$ cat src/rtl/imem_ctrl_pkg.sv
// Purpose: shared types and sizing for the instruction-memory load/fetch controller.
// Latency: n/a (types and constants only).
// Backpressure: n/a.
package imem_ctrl_pkg;

  localparam int IMEM_DEPTH  = 1024;
  localparam int IMEM_ADDR_W = 10;
  localparam int IMEM_DATA_W = 32;

  // ST_CLEAR is only entered in builds that zero-fill memory before loading.
  typedef enum logic [1:0] {
    ST_CLEAR = 2'd0,
    ST_LOAD  = 2'd1,
    ST_RUN   = 2'd2
  } imem_state_t;

endpackage

$ cat src/rtl/imem_load_arbiter.sv
// Purpose: shares one instruction-memory port between a boot loader (LOAD) and CPU fetch (RUN).
// Latency: loader write in the accept cycle; fetch_instr/fetch_valid one cycle after fetch_req.
// Backpressure: ld_ready high only in LOAD; cpu_stall holds the CPU outside RUN.
//
// Ports:
//   clk, rst                       clock, synchronous active-high reset
//   start_load                     pulse in RUN to reload the program
//   ld_valid/ld_data/ld_last       loader word stream, accepted when ld_ready
//   fetch_req/fetch_addr           CPU fetch, answered by fetch_valid/fetch_instr
//   mem_a/mem_d/mem_we/mem_spo     async-read, sync-write memory in the parent
//   cpu_stall, boot_done           CPU hold / program-loaded status
//   load_count, ld_overflow        words written; sticky "memory filled without ld_last"
// Build option: define IMEM_CLEAR_ON_LOAD_EN to zero-fill all of memory before every load.
module imem_load_arbiter
  import imem_ctrl_pkg::*;
#(
  parameter int ADDR_W = IMEM_ADDR_W,
  parameter int DATA_W = IMEM_DATA_W
) (
  input  logic              clk,
  input  logic              rst,
  input  logic              start_load,
  input  logic              ld_valid,
  input  logic [DATA_W-1:0] ld_data,
  input  logic              ld_last,
  output logic              ld_ready,
  input  logic              fetch_req,
  input  logic [ADDR_W-1:0] fetch_addr,
  output logic              fetch_valid,
  output logic [DATA_W-1:0] fetch_instr,
  output logic [ADDR_W-1:0] mem_a,
  output logic [DATA_W-1:0] mem_d,
  output logic              mem_we,
  input  logic [DATA_W-1:0] mem_spo,
  output logic              cpu_stall,
  output logic              boot_done,
  output logic [ADDR_W:0]   load_count,
  output logic              ld_overflow
);

`ifdef IMEM_CLEAR_ON_LOAD_EN
  localparam imem_state_t ENTRY_ST = ST_CLEAR;
`else
  localparam imem_state_t ENTRY_ST = ST_LOAD;
`endif

  localparam logic [ADDR_W-1:0] LAST_ADDR = '1;
  localparam logic [ADDR_W:0]   CNT_ONE   = {{ADDR_W{1'b0}}, 1'b1};

  imem_state_t state;
  logic        ld_acc;

`ifdef IMEM_CLEAR_ON_LOAD_EN
  localparam logic [ADDR_W-1:0] ADDR_ONE = {{(ADDR_W-1){1'b0}}, 1'b1};
  logic [ADDR_W-1:0] clr_addr;
`endif

  assign ld_acc    = ld_ready & ld_valid;
  // Reset is sampled synchronously, so the handshake outputs are also masked
  // during the reset cycle to keep the memory and loader quiet.
  assign cpu_stall = rst | (state != ST_RUN);

  always_comb begin
    ld_ready = 1'b0;
    mem_we   = 1'b0;
    mem_a    = fetch_addr;
    mem_d    = '0;
    if (!rst) begin
      case (state)
        ST_LOAD: begin
          ld_ready = 1'b1;
          mem_we   = ld_valid;
          mem_a    = load_count[ADDR_W-1:0];
          mem_d    = ld_data;
        end
`ifdef IMEM_CLEAR_ON_LOAD_EN
        ST_CLEAR: begin
          mem_we = 1'b1;
          mem_a  = clr_addr;
        end
`endif
        default: ;
      endcase
    end
  end

  always_ff @(posedge clk) begin
    if (rst) begin
      state       <= ENTRY_ST;
      load_count  <= '0;
      fetch_valid <= 1'b0;
      fetch_instr <= '0;
      boot_done   <= 1'b0;
      ld_overflow <= 1'b0;
`ifdef IMEM_CLEAR_ON_LOAD_EN
      clr_addr    <= '0;
`endif
    end else begin
      case (state)
        ST_LOAD: begin
          fetch_valid <= 1'b0;
          if (ld_acc) begin
            load_count <= load_count + CNT_ONE;
            // Leaving on the top address keeps load_count from wrapping past DEPTH.
            if (ld_last || (load_count[ADDR_W-1:0] == LAST_ADDR)) begin
              state       <= ST_RUN;
              boot_done   <= 1'b1;
              ld_overflow <= ~ld_last;
            end
          end
        end
        ST_RUN: begin
          if (start_load) begin
            // A fetch in the same cycle is dropped: reload takes priority.
            state       <= ENTRY_ST;
            load_count  <= '0;
            boot_done   <= 1'b0;
            ld_overflow <= 1'b0;
            fetch_valid <= 1'b0;
          end else begin
            fetch_valid <= fetch_req;
            if (fetch_req) begin
              fetch_instr <= mem_spo;
            end
          end
        end
`ifdef IMEM_CLEAR_ON_LOAD_EN
        ST_CLEAR: begin
          fetch_valid <= 1'b0;
          clr_addr    <= clr_addr + ADDR_ONE;
          if (clr_addr == LAST_ADDR) begin
            state <= ST_LOAD;
          end
        end
`endif
        default: begin
          state       <= ENTRY_ST;
          fetch_valid <= 1'b0;
        end
      endcase
    end
  end

endmodule

$ cat config.mk
export PLATFORM = sky130hd
export DESIGN_NAME = imem_load_arbiter
export DESIGN_NICKNAME = d
export VERILOG_FILES = /design/src/rtl/imem_ctrl_pkg.sv /design/src/rtl/imem_load_arbiter.sv
export SDC_FILE = /design/constraint.sdc
export NUM_CORES = 1
export LEC_CHECK = 0
export BUFFER_PORTS_ARGS = -buffer_cell sky130_fd_sc_hd__buf_2
export CAP_MARGIN = 20
export CORE_ASPECT_RATIO = 0.5
export CORE_MARGIN = 4
export CORE_UTILIZATION = 36
export DETAILED_ROUTE_END_ITERATION = 7
export GPL_TIMING_DRIVEN = 0
export HOLD_SLACK_MARGIN = 0.12
export PLACE_DENSITY_LB_ADDON = 0.15
export REMOVE_ABC_BUFFERS = 1
export SYNTH_ARGS = -nofsm -noshare
export SYNTH_HDL_FRONTEND = slang
export SYNTH_SLANG_ARGS = --single-unit
$ cat constraint.sdc
create_clock -name clk -period 1.8 [get_ports clk]
set_input_delay 0.36 -clock clk [delete_from_list [all_inputs] [get_ports clk]]
set_output_delay 0.36 -clock clk [all_outputs]
set_load 0.02 [all_outputs]
==> impl_metrics.env <==
export IMPL_status="complete, but fails checks"
export IMPL_violations="negative setup slack"
export IMPL_clk_latency_ns=0.28
export IMPL_antenna_cells=0
export IMPL_drcViolationCount=0
export IMPL_timing_max_cap_violations=0
export IMPL_fillers=462
export IMPL_io_buffers=170
export IMPL_tightest_slew_ns=0.477
export IMPL_grt_usage_pct=18.1
export IMPL_clk_pin_slew_ns=0.06
export IMPL_finalMaxSlewViolations=0
export IMPL_clk_path_buf_depth=2
export IMPL_synth_area_top_cells="dfxtp_1 (43%), nand2_1 (12%), and2_1 (9.6%)"
export IMPL_final_setup_worst_slack_ns=-0.156
export IMPL_finalWirelength_um=7510
export IMPL_initial_utilization_pct=38.7
export IMPL_chipHeight_um=63.4
export IMPL_power_density_nw_per_um2=704
export IMPL_num_rows=19
export IMPL_required_ns=1.44
export IMPL_syn_avg_cell_area_um2=8.25
export IMPL_yosysSeqAreaShare_pct=43.5
export IMPL_ys_warn_count=0
export IMPL_layout_common_cells="buf_2 (138), nand2_1 (70), dfxtp_1 (44)"
export IMPL_critical_path_arrival_ns=1.60
export IMPL_final_common_cell="buf_2"
export IMPL_drt_iter0_markers=62
export IMPL_cts_sinks=48
export IMPL_synthesis_area_um2=2210
export IMPL_viasPerCell=4.86
export IMPL_fp_dieArea_um2=7540
export IMPL_areaGrowthSynthToFinish_pct=68.2
export IMPL_p_leak_nw=1.75
export IMPL_num_io_pins=171
export IMPL_antenna_left=0
export IMPL_drive_gt1_share_pct=51.6
export IMPL_grt_max_degree=45
export IMPL_rsz0062_at_grt="yes"
export IMPL_cts_root_buf="clkbuf_16"
export IMPL_fin_crit_ns=1.96
export IMPL_clock_skew_ns=0.00305
export IMPL_finalSetupTns_ns=-1.90
export IMPL_overflow=0
export IMPL_grt_pass1_vias=2371
export IMPL_wl_per_cell_um=14.6
export IMPL_die_w_um=119
export IMPL_slew_headroom_pct=68.1
export IMPL_critPathMaxFanout=4
export IMPL_synth_top_area_share_pct=43.5
export IMPL_report_final_hold_viol_count=0
export IMPL_gp_congestion=0.810
export IMPL_ys_seq_elements=48
export IMPL_design_core_area_um2=5710
export IMPL_yosysUniqueCellTypes=31
export IMPL_dr_pass1_iters=4
export IMPL_hpwl_um=4930
export IMPL_vias=2501
export IMPL_max_vdd_ir_drop_mv=0.381
export IMPL_fin_crit_sh_pct=109
export IMPL_syn_inst=268
export IMPL_setup_viol=31
export IMPL_antenna_found_initial=0
export IMPL_fmax_ghz=0.511
export IMPL_cts_buffers_inserted=5
export IMPL_yosysTopAreaCell="dfxtp_1"
export IMPL_cp_end_kind="output port"
export IMPL_crit_path_start_kind="flip-flop"
export IMPL_p_total_mw=2.62
export IMPL_grt_first_pass_wirelength_um=11400
export IMPL_fin_nets=522
export IMPL_cts_tree="yes"
export IMPL_h_tree_depth=2
export IMPL_worstHoldPathType="input port to flip-flop"
export IMPL_critical_path_class="flip-flop to output port"
==> through the flow <==
stage	worst slack (ns)	hold slack [ns]	util (%)	instances	cell area, um2
global route	-0.206	0.320	65.2	515	3720
floorplan	-0.731	0.429	-	249	2110
finish	-0.156	0.314	65.2	515	3720
detailed placement	-0.735	0.444	53.9	493	3080
global placement	-1.39	0.433	53.6	492	3060
CTS	-0.183	0.308	59.9	514	3420
==> sequential cells by signal, indices dropped and copies added (netlist names) <==
register / cells
load_count: 11
ld_overflow: 1
fetch_instr: 32
boot_done: 1
fetch_valid: 1
state: 2
==> logic make-up after synthesis <==
| logic type | share of synthesized area (%) |
|---|---|
| compound gates | 14.3 |
| xor+xnor | 2.77 |
| fa+ha+maj | 0.566 |
| buf+inv | 4.87 |
| flops | 43.5 |
| mux | 5.09 |
| simple gates | 28.9 |
==> final timing paths <==
kind	endpoint	slack, ns	cells past startpoint	start
max	mem_a[1]	-0.16	5	state[1]
min	fetch_instr[2]	0.31	3	mem_spo[2]
max reg2reg	load_count[6]	0.07	6	state[0]
min reg2reg	fetch_instr[24]	0.45	2	fetch_instr[24]
==> worst max-delay path, stage by stage, from the launching register on <==
cell and delay [ns]:
dfxtp_4 0.35, nor3b_4 0.27, buf_8 0.15, buf_6 0.11
mux2_4 0.30, buf_6 0.13
==> timing repair <==
action,CTS,global route
pin swaps,2,7
gates resized for setup,22,84
hold buffers,0,0
gates cloned,2,0
setup buffers,11,1
setup endpoints to repair,82,74
==> final cells by class <==
class,count,area [um2],area share (%)
clock inverters,2,35.0,0.942
repair buffers,184,1190,32.1
well taps,73,91.3,2.46
multi-input cells,199,1290,34.6
clock buffers,6,129,3.47
inverters,3,11.3,0.303
flip-flops and latches,48,971,26.1
==> Yosys cell counts <==
library cell / count
o31ai_1: 1
dfxtp_1: 48
a22o_1: 1
nor2_1: 11
a311oi_1: 2
nand4b_1: 1
nand3_1: 4
buf_4: 1
or3b_2: 1
a21o_1: 1
a21oi_1: 37
buf_6: 2
nand4bb_4: 1
o21ai_0: 1
mux2_2: 10
clkbuf_1: 11
nand2_1: 71
a2111oi_2: 4
buf_2: 5
or2_1: 1
nor3b_2: 1
a211oi_1: 2
xnor2_1: 7
nand2b_1: 1
ha_1: 1
a41o_1: 1
nand4_1: 1
inv_1: 3
nand3b_1: 1
nor3b_1: 2
and2_1: 34
==> where the power goes <==
group | switching [mW] | internal, mW
registers | 0.0108 | 1.07
clock network | 0.363 | 0.653
logic | 0.248 | 0.274
==> routing by layer <==
metal | global-route usage [%] | vias to the layer above | part of all wire [%]
met4 | 4.62 | 0 | 0.87
met2 | 34.0 | 107 | 52
met3 | 4.56 | 6 | 6.8
met5 | 0 | - | 0
met1 | 20.7 | 1155 | 40
li1 | - | 1233 | -
No activity file was read; power rests on OpenSTA's default activity.
